===== config.mk =====
export PLATFORM = sky130hd
export DESIGN_NAME = dram_addr_demux
export DESIGN_NICKNAME = d
export VERILOG_FILES = /design/src/rtl/amigo_dram_pkg.sv /design/src/rtl/sync_chain.sv /design/src/rtl/dram_addr_demux.sv
export SDC_FILE = /design/constraint.sdc
export NUM_CORES = 1
export LEC_CHECK = 0
export CORE_MARGIN = 1.5
export CORE_UTILIZATION = 32
export CTS_BUF_LIST = sky130_fd_sc_hd__clkbuf_4 sky130_fd_sc_hd__clkbuf_8
export CTS_CLUSTER_DIAMETER = 200
export DETAILED_ROUTE_END_ITERATION = 10
export PLACE_DENSITY = 0.6
export SETUP_SLACK_MARGIN = 0.5
export SLEW_MARGIN = 20
export SYNTH_ARGS = -nofsm -noshare
export SYNTH_HDL_FRONTEND = slang
export SYNTH_SLANG_ARGS = --single-unit
export TNS_END_PERCENT = 1

===== constraint.sdc =====
create_clock -name CLK -period 2.7 [get_ports CLK]
set_input_delay 0.405 -clock CLK [delete_from_list [all_inputs] [get_ports CLK]]
set_output_delay 0.405 -clock CLK [all_outputs]
set_load 0.02 [all_outputs]

===== src/rtl/amigo_dram_pkg.sv =====
// Shared types and constants for the DRAM address demultiplexer.
package amigo_dram_pkg;

    localparam int unsigned DEFAULT_ROW_BITS = 9;

    // Access tracking state as seen through the synchronised strobes.
    typedef enum logic [1:0] {
        StIdle,
        StRowOpen,
        StColumn,
        StRefresh
    } dram_state_e;

    // One access record at the default bus width: {row, column} plus write flag.
    typedef struct packed {
        logic [2*DEFAULT_ROW_BITS-1:0] addr;
        logic                          write;
    } dram_rec_t;

endpackage


===== src/rtl/sync_chain.sv =====
// Parameterised flop chain used to bring asynchronous signals into the clock domain.
module sync_chain #(
    parameter int unsigned      WIDTH  = 1,
    parameter int unsigned      DEPTH  = 2,
    parameter logic [WIDTH-1:0] PRESET = '0
) (
    input  logic             clk,
    input  logic             rst,
    input  logic [WIDTH-1:0] d,
    output logic [WIDTH-1:0] q
);

    logic [WIDTH-1:0] stage_q [DEPTH];

    // Shift the input through DEPTH stages; reset loads the preset into every stage.
    always_ff @(posedge clk or posedge rst) begin
        if (rst) begin
            for (int unsigned i = 0; i < DEPTH; i++) begin
                stage_q[i] <= PRESET;
            end
        end else begin
            stage_q[0] <= d;
            for (int unsigned i = 1; i < DEPTH; i++) begin
                stage_q[i] <= stage_q[i-1];
            end
        end
    end

    assign q = stage_q[DEPTH-1];

endmodule


===== src/rtl/dram_addr_demux.sv =====
// Rebuilds {row, column} word addresses from a multiplexed DRAM address bus and
// hands them out through a one-entry buffer, flagging CBR refresh and overruns.
module dram_addr_demux
    import amigo_dram_pkg::*;
#(
    parameter int unsigned ROW_BITS    = DEFAULT_ROW_BITS,
    parameter int unsigned SYNC_STAGES = 2  // must be at least 2
) (
    input  logic                  CLK,
    input  logic                  RESET,
    input  logic [ROW_BITS-1:0]   MA,
    input  logic                  _RAS,
    input  logic                  _CAS,
    input  logic                  _WE,
    output logic [2*ROW_BITS-1:0] ADDR,
    output logic                  WRITE,
    output logic                  VALID,
    input  logic                  READY,
    output logic                  REFRESH,
    output logic                  OVERRUN
);

    // Same layout as dram_rec_t, sized for this instance's bus width.
    typedef struct packed {
        logic [2*ROW_BITS-1:0] addr;
        logic                  write;
    } rec_t;

    logic [2:0]          strb_s;
    logic [ROW_BITS-1:0] ma_s;
    logic                ras_s, cas_s, we_s;
    logic                ras_h, cas_h;
    logic                ras_fall, ras_rise, cas_fall, cas_rise;

    dram_state_e         state_q, state_d;
    logic                row_load, offer, cbr;

    logic [ROW_BITS-1:0] row_q;
    logic                offer_q, cbr_q;
    rec_t                offer_rec_q;

    rec_t                buf_q;
    logic                valid_q, refresh_q, overrun_q;

    // Strobes and address use equal-depth chains so MA stays aligned with its strobe.
    sync_chain #(
        .WIDTH  (3),
        .DEPTH  (SYNC_STAGES),
        .PRESET (3'b111)
    ) u_strb_sync (
        .clk (CLK),
        .rst (RESET),
        .d   ({_RAS, _CAS, _WE}),
        .q   (strb_s)
    );

    sync_chain #(
        .WIDTH  (ROW_BITS),
        .DEPTH  (SYNC_STAGES),
        .PRESET ('0)
    ) u_ma_sync (
        .clk (CLK),
        .rst (RESET),
        .d   (MA),
        .q   (ma_s)
    );

    assign ras_s = strb_s[2];
    assign cas_s = strb_s[1];
    assign we_s  = strb_s[0];

    // History flops for edge detection; preset inactive so reset release makes no edge.
    always_ff @(posedge CLK or posedge RESET) begin
        if (RESET) begin
            ras_h <= 1'b1;
            cas_h <= 1'b1;
        end else begin
            ras_h <= ras_s;
            cas_h <= cas_s;
        end
    end

    assign ras_fall = ras_h & ~ras_s;
    assign ras_rise = ~ras_h & ras_s;
    assign cas_fall = cas_h & ~cas_s;
    assign cas_rise = ~cas_h & cas_s;

    // FSM state register.
    always_ff @(posedge CLK or posedge RESET) begin
        if (RESET) begin
            state_q <= StIdle;
        end else begin
            state_q <= state_d;
        end
    end

    // FSM next state; a RAS rise closes any access.
    always_comb begin
        state_d = state_q;
        if (ras_rise) begin
            state_d = StIdle;
        end else begin
            case (state_q)
                StIdle:    if (ras_fall) state_d = cas_s ? StRowOpen : StRefresh;
                StRowOpen: if (cas_fall) state_d = StColumn;
                StColumn:  if (cas_rise) state_d = StRowOpen;
                StRefresh: state_d = StRefresh;
                default:   state_d = StIdle;
            endcase
        end
    end

    // FSM outputs: row capture, column offer, refresh detect (CAS already low at RAS fall).
    always_comb begin
        row_load = 1'b0;
        offer    = 1'b0;
        cbr      = 1'b0;
        if (!ras_rise) begin
            case (state_q)
                StIdle: begin
                    if (ras_fall) begin
                        row_load = cas_s;
                        cbr      = ~cas_s;
                    end
                end
                StRowOpen: offer = cas_fall;
                default: ;
            endcase
        end
    end

    // Latch the row and stage the offered record one cycle ahead of the buffer.
    always_ff @(posedge CLK or posedge RESET) begin
        if (RESET) begin
            row_q       <= '0;
            offer_q     <= 1'b0;
            cbr_q       <= 1'b0;
            offer_rec_q <= '0;
        end else begin
            if (row_load) row_q <= ma_s;
            offer_q <= offer;
            cbr_q   <= cbr;
            if (offer) begin
                offer_rec_q <= '{addr: {row_q, ma_s}, write: ~we_s};
            end
        end
    end

    // One-entry output buffer; a full, unread buffer keeps its record and flags overrun.
    always_ff @(posedge CLK or posedge RESET) begin
        if (RESET) begin
            buf_q     <= '0;
            valid_q   <= 1'b0;
            refresh_q <= 1'b0;
            overrun_q <= 1'b0;
        end else begin
            refresh_q <= cbr_q;
            overrun_q <= 1'b0;
            if (offer_q) begin
                if (!valid_q || READY) begin
                    buf_q   <= offer_rec_q;
                    valid_q <= 1'b1;
                end else begin
                    overrun_q <= 1'b1;
                end
            end else if (READY) begin
                valid_q <= 1'b0;
            end
        end
    end

    assign ADDR    = buf_q.addr;
    assign WRITE   = buf_q.write;
    assign VALID   = valid_q;
    assign REFRESH = refresh_q;
    assign OVERRUN = overrun_q;

endmodule

; After elaboration in Yosys (flattened, before gate mapping)
; Index checks and enable logic that the tools add are counted.
[word_totals]
wordCells = 59
input_bits = 15
ff_bits = 80
[op_classes]
reduce_logical = 7
bitwise = 9
n_eq_ne = 7
n_mux = 19
[ops]
columns = operator, n
row1 = $mux W1, 13
row2 = $mux W2, 5
row3 = $ne A3 B3 Y1 const B, 3
row4 = $pmux W2 S4, 1
row5 = $not A1 Y1, 5
row6 = $and A1 B1 Y1, 4
row7 = $eq A2 B2 Y1 const B, 2
row8 = $reduce_and A2 Y1, 2
row9 = $reduce_and A3 Y1, 1
row10 = $eq A2 B1 Y1 const B, 1
row11 = $logic_not A2 Y1, 1
row12 = $ne A2 B1 Y1 const B, 1
row13 = $reduce_bool A2 Y1, 1
row14 = $logic_not A1 Y1, 1
row15 = $logic_or A1 B1 Y1, 1

; Logic depth before layout (Yosys ltp)
; Gate-level depths: netlist (run 1).
[depth]
depth_word = 5
depth_mapped = 6
depth_no_buf = 5

; Modules after synthesis
; A second synthesis (run 1) with hierarchy kept.
[unflattened]
cells_unflattened = 173
hier_area_um2 = 2966.6
[modules_own_cells]
columns = module, cells_each, n_inst, area_each_um2
row1 = dram_addr_demux, 135, 1, 2260.9
row2 = sync_chain at u_ma_sync, 28, 1, 521.8
row3 = sync_chain at u_strb_sync, 10, 1, 183.9

; Least setup slack after synthesis (run 1)
; No wires, ideal clock.
[synth_path]
path_kind = register to register
start = register ras_h
end = register offer_rec_q[1] (netlist bit)
t_required_ns = 2.575
n_path_buf = 1
stages_incl_launch_ff = 7
t_arrival_ns = 1.472
path_slack_ns = 1.103
setup_time_ns = 0.125
cell_sequence = dfstp_2 -> inv_1 -> ha_1 -> nor2_4 -> nand3_2 -> buf_6 -> mux2_4
[synth_via]
elab_chain_len = 3
[synth_rtl]
columns = item, line_no
row1 = "start, declared", dram_addr_demux.sv:32  ; logic ras_h, cas_h;
row2 = "start signal, assigned", dram_addr_demux.sv:78  ; ras_h <= ras_s;
row3 = $not A1 Y1, dram_addr_demux.sv:84  ; assign ras_rise = ~ras_h & ras_s;
row4 = $and A1 B1 Y1, dram_addr_demux.sv:84
row5 = $mux W1, dram_addr_demux.sv:118  ; if (!ras_rise) begin
row6 = "end signal, assigned", dram_addr_demux.sv:144  ; offer_rec_q <= '{addr: {row_q, ma_s}, write: ~we_s};
row7 = "end, declared", dram_addr_demux.sv:40  ; rec_t offer_rec_q;
; No other way between the ends.
; A chain may end at the register's enable or synchronous reset.

; Worst setup path after layout (run 1)
; Same ends and word-level chain as after synthesis.

==> summary.md, run 1 <==
| Metric | Value |
|---|---|
| Most common library cells after synthesis | `dfrtp_1 (72), mux2_2 (45), dfstp_2 (8)` |
| # diodes | `0` |
| TritonCTS clock tree | `yes` |
| Hold Crit Class | `reg -> reg` |
| Vias | `between 1000 and 1500` |
| Die Height | `96.3 µm` |
| Die Area | `around 9300 µm²` |
| Post-synth ARST share | `1.00` |
| DP HPWL | `2.69 mm` |
| Avg Cell Area, Syn | `17.6 µm²` |
| Count of nets after finishing | `223` |
| #FFs+latches synth | `80` |
| Die width | `96.3 µm` |
| Resized Gates After CTS | `0` |
| Layout Utilization | `0.422` |
| Hold Slack | `0.347 ns` |
| Initial antenna violation count | `0` |
| Yosys top cell area share | `0.646` |
| Starting DRT DRC Count | `29` |
| P per Cell Area | `1060 nW/µm²` |
| Post-synthesis mux area share | `0.191` |
| WP data required | `roughly 3 ns` |
| Final number of setup-violating endpoints | `0` |
| Worst-path fanout max | `20` |
| Net Count, Synth | `176` |
| Placeable Area | `around 8300 µm²` |
| Total Routing Usage GR | `0.102` |
| Xor and xnor fraction of the mapped netlist area | `0` |
| Most frequent cell after synthesis | `dfrtp_1` |
| Seq/Total Area, Yosys | `0.722` |
| Synth area leaders | `dfrtp_1 (65%), mux2_2 (18%), dfstp_2 (7.5%), ha_1 (1.3%), nand4b_4 (0.85%)` |
| Fill count | `775` |
| Share of layout cells above drive strength 1 | `0.381` |
| Fin Clk Skew | `0.00761 ns` |
| Row Count | `33` |
| Tightest Pin Transition | `0.542 ns` |
| Post-synth EDFFs | `0` |
| Startpoint Class | `flip-flop` |
| CP Capture Point | `offer_rec_q[1]` |
| Vias per Instance | `between 4 and 5` |
| RSZ-0062 raised after global routing | `no` |
| Detailed-router iteration count before antenna repair | `4` |
| CP Launch Point | `ras_h` |
| Vias in the first global route | `1390` |
| Largest family of logic cells by synthesized area | `multiplexers` |
| Routability Congestion | `0.663` |
| Final TNS setup | `0 ns` |
| Hold Vio Cnt, Final | `0` |
| Wirelength, routed | `4.07 mm` |
| Syn-to-layout area delta | `26.3%` |
| Number of buffers created by CTS | `9` |
| Static Leak | `about 0.0016 µW` |
| Clk_lat worst skew | `0.34 ns` |
| Simple-gate share of the synthesized area | `0.0390` |
| CTS H-tree depth | `3` |
| FF-to-FF setup slack | `0.67 ns` |
| # clock sinks | `80` |
| F_max | `0.493 GHz` |
| Post-cts hold buffer count | `0` |
| Type of destination of the critical path | `flip-flop` |
| Gate Count Post-Synth | `158` |
| FF-to-FF End | `offer_rec_q[1]` |
| Arrival @ worst endpoint | `between 2 and 2.5 ns` |
| Post-CTS setup buffers | `0` |
| Peak VDD IR | `between 0.0003 and 0.0004 V` |
| Clock slew at the register clock pins of the worst setup and hold paths | `0.07 ns` |
| Synth Area in Compound Gates | `0.0162` |
| Slew Viols, Final | `0` |
| Synthesis Warnings | `0` |
| CTS Buffer Depth | `2` |
| First-pass GRT wire length | `6.69 mm` |
| Total grt overflow | `0` |
| Initial Utilization | `0.334` |
| Yosys cell types | `27` |
| Period utilization | `0.751` |
| # IOs | `37` |
| Cell taking the most area after synthesis | `dfrtp_1` |
| WL per Instance | `12.9 µm` |
| MaxCap Viol Count | `0` |
| Min-Delay Path Depth | `0` |
| Worst-case reg-to-reg path depth | `5` |
| DRC violations left | `0` |
| Post-route minimum period | `2.03 ns` |
| Synth Area in Adders | `0.0135` |
| Setup Crit Path Kind | `reg -> reg` |
| Max-slew headroom | `0.638` |
| Outcome | `completed` |
| Largest net degree at the start of global routing | `30` |
| Synthesized area | `2790 µm²` |
| Root cell of the clock tree | `clkbuf_8` |
| Reg2reg start | `ras_h` |
| I/O Buffers | `36` |
| Primary FF master, synth | `dfrtp_1` |
| Final ANT Viol Nets | `0` |
state kept, by name, indices dropped and copies added (netlist names), 2 cells and up:
name	flops
offer_rec_q	19
ADDR	18
row_q	9
u_ma_sync.q	9
u_ma_sync.stage_q	9
u_strb_sync.q	3
u_strb_sync.stage_q	3
state_q	2
critical path: stages (launching register included):
cell,delay (ns)
dfstp_2,0.53
inv_1,0.05
ha_1,0.26
nor2_4,0.16
nand3_2,0.45
mux2_4,0.46
how the worst min path moves through the flow:
stage,slack [ns],startpoint,end
2_1_floorplan,0.33,cbr_q,REFRESH
3_3_place_gp,0.33,u_ma_sync.stage_q[10],u_ma_sync.q[1]
3_5_place_dp,0.33,u_ma_sync.stage_q[13],u_ma_sync.q[4]
4_1_cts,0.35,u_ma_sync.stage_q[13],u_ma_sync.q[4]
5_1_grt,0.36,u_ma_sync.stage_q[12],u_ma_sync.q[3]
6_report,0.35,u_ma_sync.stage_q[12],u_ma_sync.q[3]
cell type report:
cell class | instances | area [µm²] | area share
inverters | 6 | 26.3 | 0.00747
multi-input cells | 69 | 723 | 0.205
clock inverters | 3 | 65.1 | 0.0185
repair buffers | 39 | 395 | 0.112
well taps | 105 | 131 | 0.0373
clock buffers | 13 | 166 | 0.0473
flip-flops and latches | 80 | 2010 | 0.572
logic make-up after synthesis:
group           after synthesis
flops                        80
fa+ha+maj                     3
buf+inv                       9
mux                          47
compound gates                6
simple gates                 13
metrics by stage:
step | std cells | total power [µW] | cell area, µm² | setup WS [ns]
2_1_floorplan | 158 | 2380 | 2790 | 1.10
3_3_place_gp | 299 | 2770 | 3290 | 0.694
3_5_place_dp | 299 | 2810 | 3290 | 0.653
4_1_cts | 315 | 3800 | 3520 | 0.636
5_1_grt | 315 | 3950 | 3520 | 0.539
6_report | 315 | 3740 | 3520 | 0.673
power breakdown:
part           internal, µW  leakage (µW)  switching [µW]
Combinational           573      0.000497             393
Clock                   591      0.000120             390
Sequential             1590      0.000975             209
cells in the final DEF (no fill, tap or decap):
master and count:
a21oi_1 1, buf_12 1, buf_4 2, bufinv_16 2, clkbuf_4 2, clkbuf_8 11
clkdlybuf4s50_1 36, clkinv_2 1, clkinvlp_4 1, dfrtp_1 72, dfstp_2 8, ha_1 3
inv_1 5, mux2_2 45, mux2_4 1, mux2i_1 1, nand2_1 1, nand2_2 1
nand2b_1 2, nand3_2 1, nand4b_4 1, nor2_1 1, nor2_4 1, nor2b_1 1
nor2b_2 1, nor3_1 1, nor4bb_1 1, o21ai_0 1, o21ai_2 1, o2bb2ai_1 1
o31ai_1 1, o32a_1 1, or4_1 1
layer usage:
layer,wire length (µm),track usage,vias to the layer above
met3,226,0.0545,8
met2,1960,0.160,30
met1,1810,0.115,702
li1,-,-,636
met5,0,0,-
met4,68,0.0471,0
No activity file was read; power rests on OpenSTA's default activity.
==> run 2: changes to the inputs <==
clock period = 2 ns   (was 2.7 ns; I/O delays follow)
==> run 2 against run 1 <==
  * Register-to-register slack lost 0.32 ns
  * Final area grew 0.50%
  * Combinational power grew 38%
  * Via count shrank 0.73%
  * Clock skew is essentially flat
  * Largest power group unchanged
  * Largest cell class unchanged
  * Routed wire length grew 4.7%
  * Clock power grew 10%
  * Global-route usage grew 0.70 points
  * Worst hold slack gained 0.0028 ns
  * Setup slack lost 0.32 ns
  * Non-clock buffer count grew 2
  * Total power grew 29%
==> summary.md, run 2 (synthesized netlist as in run 1, its figures left out) <==
| Metric | Value |
|---|---|
| Outcome | `completed` |
| Startpoint Class | `flip-flop` |
| Static Leak | `0.00160 µW` |
| Count of nets after finishing | `between 200 and 250` |
| Max-slew headroom | `0.629` |
| Detailed-router iteration count before antenna repair | `3` |
| Total grt overflow | `0` |
| Die width | `around 96 µm` |
| Post-route minimum period | `between 1.5 and 2 ns` |
| Routability Congestion | `roughly 0.64` |
| P per Cell Area | `1370 nW/µm²` |
| Setup Crit Path Kind | `reg -> reg` |
| Fin Clk Skew | `0.00721 ns` |
| CTS Buffer Depth | `2` |
| Tightest Pin Transition | `approximately 0.56 ns` |
| Hold Crit Class | `reg -> reg` |
| Commonest cells after routing, fill and taps aside | `dfrtp_1 (72), mux2_2 (45), clkdlybuf4s50_1 (36)` |
| # clock sinks | `80` |
| First-pass GRT wire length | `7.33 mm` |
| Worst slack at placement | `between 0.2 and 0.25 ns` |
| Number of buffers created by CTS | `9` |
| Syn-to-layout area delta | `26.9%` |
| Hold Vio Cnt, Final | `0` |
| Most common cell after layout, fill and taps aside | `dfrtp_1` |
| Max reg flops | `19` |
| # IOs | `37` |
| Vias | `1366` |
| Vias per Instance | `4.31` |
| Final ANT Viol Nets | `0` |
| # diodes | `0` |
| Final TNS setup | `0 ns` |
| CTS H-tree depth | `3` |
| Post-cts hold buffer count | `0` |
| Die Height | `96.3 µm` |
| Vias in the first global route | `1475` |
| Wirelength, routed | `4.26 mm` |
| F_max | `roughly 0.61 GHz` |
| Arrival @ worst endpoint | `1.87 ns` |
| MaxCap Viol Count | `0` |
| I/O Buffers | `36` |
| Share of layout cells above drive strength 1 | `0.392` |
| Slew Viols, Final | `0` |
| Root cell of the clock tree | `clkbuf_8` |
| Final number of setup-violating endpoints | `0` |
| Starting DRT DRC Count | `26` |
| DP HPWL | `roughly 2.9 mm` |
| Initial antenna violation count | `0` |
| Clock slew at the register clock pins of the worst setup and hold paths | `around 0.070 ns` |
| Fill count | `782` |
| Final setup margin | `0.354 ns` |
| Largest net degree at the start of global routing | `24` |
| Total Routing Usage GR | `0.109` |
| Row Count | `33` |
| Clk_lat worst skew | `0.34 ns` |
| Worst-path fanout max | `20` |
| Period utilization | `0.823` |
| Peak VDD IR | `slightly below 0.0005 V` |
| Initial Utilization | `0.334` |
| Die Area | `between 9000 and 10000 µm²` |
| Largest Register | `offer_rec_q` |
| WP data required | `between 2 and 2.5 ns` |
| TritonCTS clock tree | `yes` |
| DRC violations left | `0` |
| WL per Instance | `13.4 µm` |
| Type of destination of the critical path | `flip-flop` |
| Placeable Area | `8340 µm²` |
| RSZ-0062 raised after global routing | `yes` |
[run 2: changes by cell type in the layout (fill, tap and decap cells not counted), sizes merged]
cell / before / now
bufinv: 2 / 0
clkbuf: 13 / 15
buf: 3 / 5
[run 2: through the flow]
| stage | utilization | instance area, µm² | cells | power [µW] | hold slack (ns) |
|---|---|---|---|---|---|
| final | 0.424 | 3540 | 317 | 4830 | 0.350 |
| after global routing | 0.424 | 3540 | 317 | 5140 | 0.337 |
| after floorplan | - | 2790 | 158 | 3220 | 0.304 |
| after detailed placement | 0.401 | 3340 | 301 | 3820 | 0.335 |
| after global placement | 0.401 | 3340 | 301 | 3760 | 0.333 |
| after CTS | 0.424 | 3540 | 317 | 4930 | 0.336 |
[run 2: critical path, stage by stage, from the launching register on]
cell     delay, ns
dfstp_2       0.53
inv_1         0.05
ha_2          0.21
nor2_4        0.14
nand3_2       0.11
buf_8         0.19
mux2_4        0.30
[run 2: power breakdown]
part	switching, µW	total, µW	internal [µW]
clock network	505	1080	574
registers	281	2420	2140
logic	542	1330	791
total	1330	4830	3510
[run 2: metal layers]
metal / part of all wire / GRT usage
met1: 0.46 / 0.130
met2: 0.47 / 0.174
met3: 0.059 / 0.0545
met4: 0.014 / 0.0326
met5: 0 / 0
[run 2: layout make-up]
| cell class | instances | area, µm² | share of cell area |
|---|---|---|---|
| Clock inverter | 1 | 5.00 | 0.00141 |
| Clock buffer | 15 | 181 | 0.0513 |
| Tap cell | 105 | 131 | 0.0371 |
| Sequential cell | 80 | 2010 | 0.569 |
| Timing Repair Buffer | 41 | 455 | 0.129 |
| Inverter | 6 | 26.3 | 0.00743 |
| Multi-Input combinational cell | 69 | 726 | 0.205 |
[run 2: path summary, 6_finish.rpt]
check                      cells past startpoint             end  slack, ns  startpoint
setup / recovery                               6  offer_rec_q[1]       0.35       ras_h
setup reg to reg                               6  offer_rec_q[1]       0.35       ras_h
max in group asynchronous                      3        row_q[1]       1.14       RESET
min in group asynchronous                      2      state_q[1]       0.37       RESET
hold / removal                                 0         REFRESH       0.35       cbr_q
hold reg to reg                                0         REFRESH       0.35       cbr_q
[run 2: repair_timing]
item,4_1_cts,5_1_grt
endpoints found under the setup margin,52,51
gates cloned,0,0
buffers inserted,0,0
resized for setup,3,0
==> run 3: changes to the inputs <==
PLACE_DENSITY = 0.62   (was 0.6)
clock period = 1.5 ns   (was 2 ns; I/O delays follow)
==> run 3 against run 2 <==
  * The flow now finishes with violations (setup timing)
  * Combinational power rose by 53%
  * Critical path depth did not move
  * Fmax rose by 1.7%
  * Worst hold slack got worse by 0.070 ns
  * Sequential power rose by 37%
  * Non-clock buffer count rose by 7
  * First-iteration DRC count rose to 4.4 times the previous value
  * Die area did not move
  * Clock-buffer cell count fell by 5
  * Largest power group unchanged
==> summary.md, run 3 (synthesized netlist as in run 1, its figures left out) <==
| Metric | Value |
|---|---|
| # clock sinks | `80` |
| Post-cts hold buffer count | `0` |
| Max-slew headroom | `0.725` |
| Root cell of the clock tree | `clkbuf_8` |
| Fin Clk Skew | `0.00445 ns` |
| DP Area | `3370 µm²` |
| Type of destination of the critical path | `flip-flop` |
| WP data required | `1.74 ns` |
| Starting DRT DRC Count | `about 110` |
| Syn-to-layout area delta | `34.5%` |
| # diodes | `0` |
| Detailed-router iteration count before antenna repair | `4` |
| Static Leak | `0.00179 µW` |
| Clock slew at the register clock pins of the worst setup and hold paths | `0.08 ns` |
| Vias per Instance | `around 4.5` |
| CTS H-tree depth | `3` |
| Total grt overflow | `0` |
| DP HPWL | `about 2.8 mm` |
| Arrival @ worst endpoint | `1.86 ns` |
| Power Total | `7080 µW` |
| Outcome | `complete, but fails checks` |
| DP Cell Count | `307` |
| Fin cells | `325` |
| P per Cell Area | `1890 nW/µm²` |
| Row Count | `33` |
| Placeable Area | `8340 µm²` |
| Hold Crit Class | `in -> reg` |
| Number of buffers created by CTS | `9` |
| I/O Buffers | `36` |
| Largest Register | `offer_rec_q` |
| Wirelength, routed | `~4.5 mm` |
| Slew Viols, Final | `0` |
| Die Area | `9280 µm²` |
| F_max | `0.618 GHz` |
| Vias in the first global route | `1504` |
| Period utilization | `1.08` |
| # IOs | `37` |
| Hold Slack | `roughly 0.28 ns` |
| Share of layout cells above drive strength 1 | `0.518` |
| Commonest cells after routing, fill and taps aside | `dfrtp_1 (72), mux2_2 (26), buf_6 (25)` |
| Largest net degree at the start of global routing | `81` |
| Post-route minimum period | `1.62 ns` |
| Final number of setup-violating endpoints | `29` |
| Setup Crit Path Kind | `reg -> reg` |
| WL per Instance | `about 14 µm` |
| Die Height | `96.3 µm` |
| MaxCap Viol Count | `0` |
| Tightest Pin Transition | `0.413 ns` |
| Peak VDD IR | `0.000672 V` |
| Final ANT Viol Nets | `0` |
| Max reg flops | `19` |
| First-pass GRT wire length | `~7.5 mm` |
| Die width | `96.3 µm` |
| TritonCTS clock tree | `yes` |
| Startpoint Class | `flip-flop` |
| DRC violations left | `0` |
| Count of nets after finishing | `233` |
| Worst-path fanout max | `8` |
| Total Routing Usage GR | `0.115` |
| Failing checks | `setup timing` |
| Initial Utilization | `0.334` |
| Initial antenna violation count | `0` |
| Hold Vio Cnt, Final | `0` |
| Most common cell after layout, fill and taps aside | `dfrtp_1` |
| Clk_lat worst skew | `approximately 0.35 ns` |
| Routability Congestion | `0.663` |
| Final setup margin | `-0.119 ns` |
| Worst slack at placement | `-0.109 ns` |
| Finished Cell Area | `3750 µm²` |
| Vias | `1470` |
| RSZ-0062 raised after global routing | `yes` |
| CTS Buffer Depth | `2` |
[run 3: area by class of cell]
class                      instances  area (µm²)
fill                             738        4590
clock inverter                     6        82.6
multi-input combinational         70         830
inverter                           6        26.3
sequential                        80        2010
timing repair buffer              48         529
clock buffer                      10         138
tap                              105         131
[run 3: timing repair]
action / in CTS / in global routing
endpoints found under the setup margin: 73 / 73
gates cloned: 1 / 0
resized for setup: 158 / 1
buffers inserted: 1 / 0
pin swaps: 4 / 2
[run 3: per-stage QoR]
stage	TNS (ns)	utilization
finish	-2.50	0.449
global route	-4.42	0.449
CTS	-2.51	0.449
floorplan	-0.246	-
global placement	-2.81	0.404
detailed placement	-3.38	0.404
[run 3: report_power, final]
group	internal, µW	switching (µW)	leakage (µW)
Sequential	2860	460	0.000975
Combinational	1290	752	0.000704
Clock	973	754	0.000112
[run 3: routing by layer]
layer / track usage / part of all wire / up-vias
met3: 0.0466 / 0.044 / 6
met2: 0.163 / 0.47 / 28
li1: - / - / 661
met4: 0.0761 / 0.021 / 0
met5: 0 / 0 / -
met1: 0.143 / 0.47 / 775
[run 3: worst paths after layout]
check / from / end / slack [ns] / cells after the start
worst max register to register: ras_h / offer_rec_q[1] / -0.12 / 6
max in group asynchronous: RESET / u_strb_sync.q[2] / 0.82 / 3
min in group asynchronous: RESET / WRITE / 0.34 / 3
worst max-delay path: ras_h / offer_rec_q[1] / -0.12 / 6
worst min register to register: u_ma_sync.stage_q[11] / u_ma_sync.q[2] / 0.35 / 0
worst min-delay path: _RAS / u_strb_sync.stage_q[5] / 0.28 / 1
[run 3: critical path: stages, from the launching register on]
cell     delay [ns]
dfstp_2        0.55
inv_2          0.05
ha_4           0.16
nor2_4         0.18
nand3_4        0.12
buf_12         0.17
mux2_4         0.28
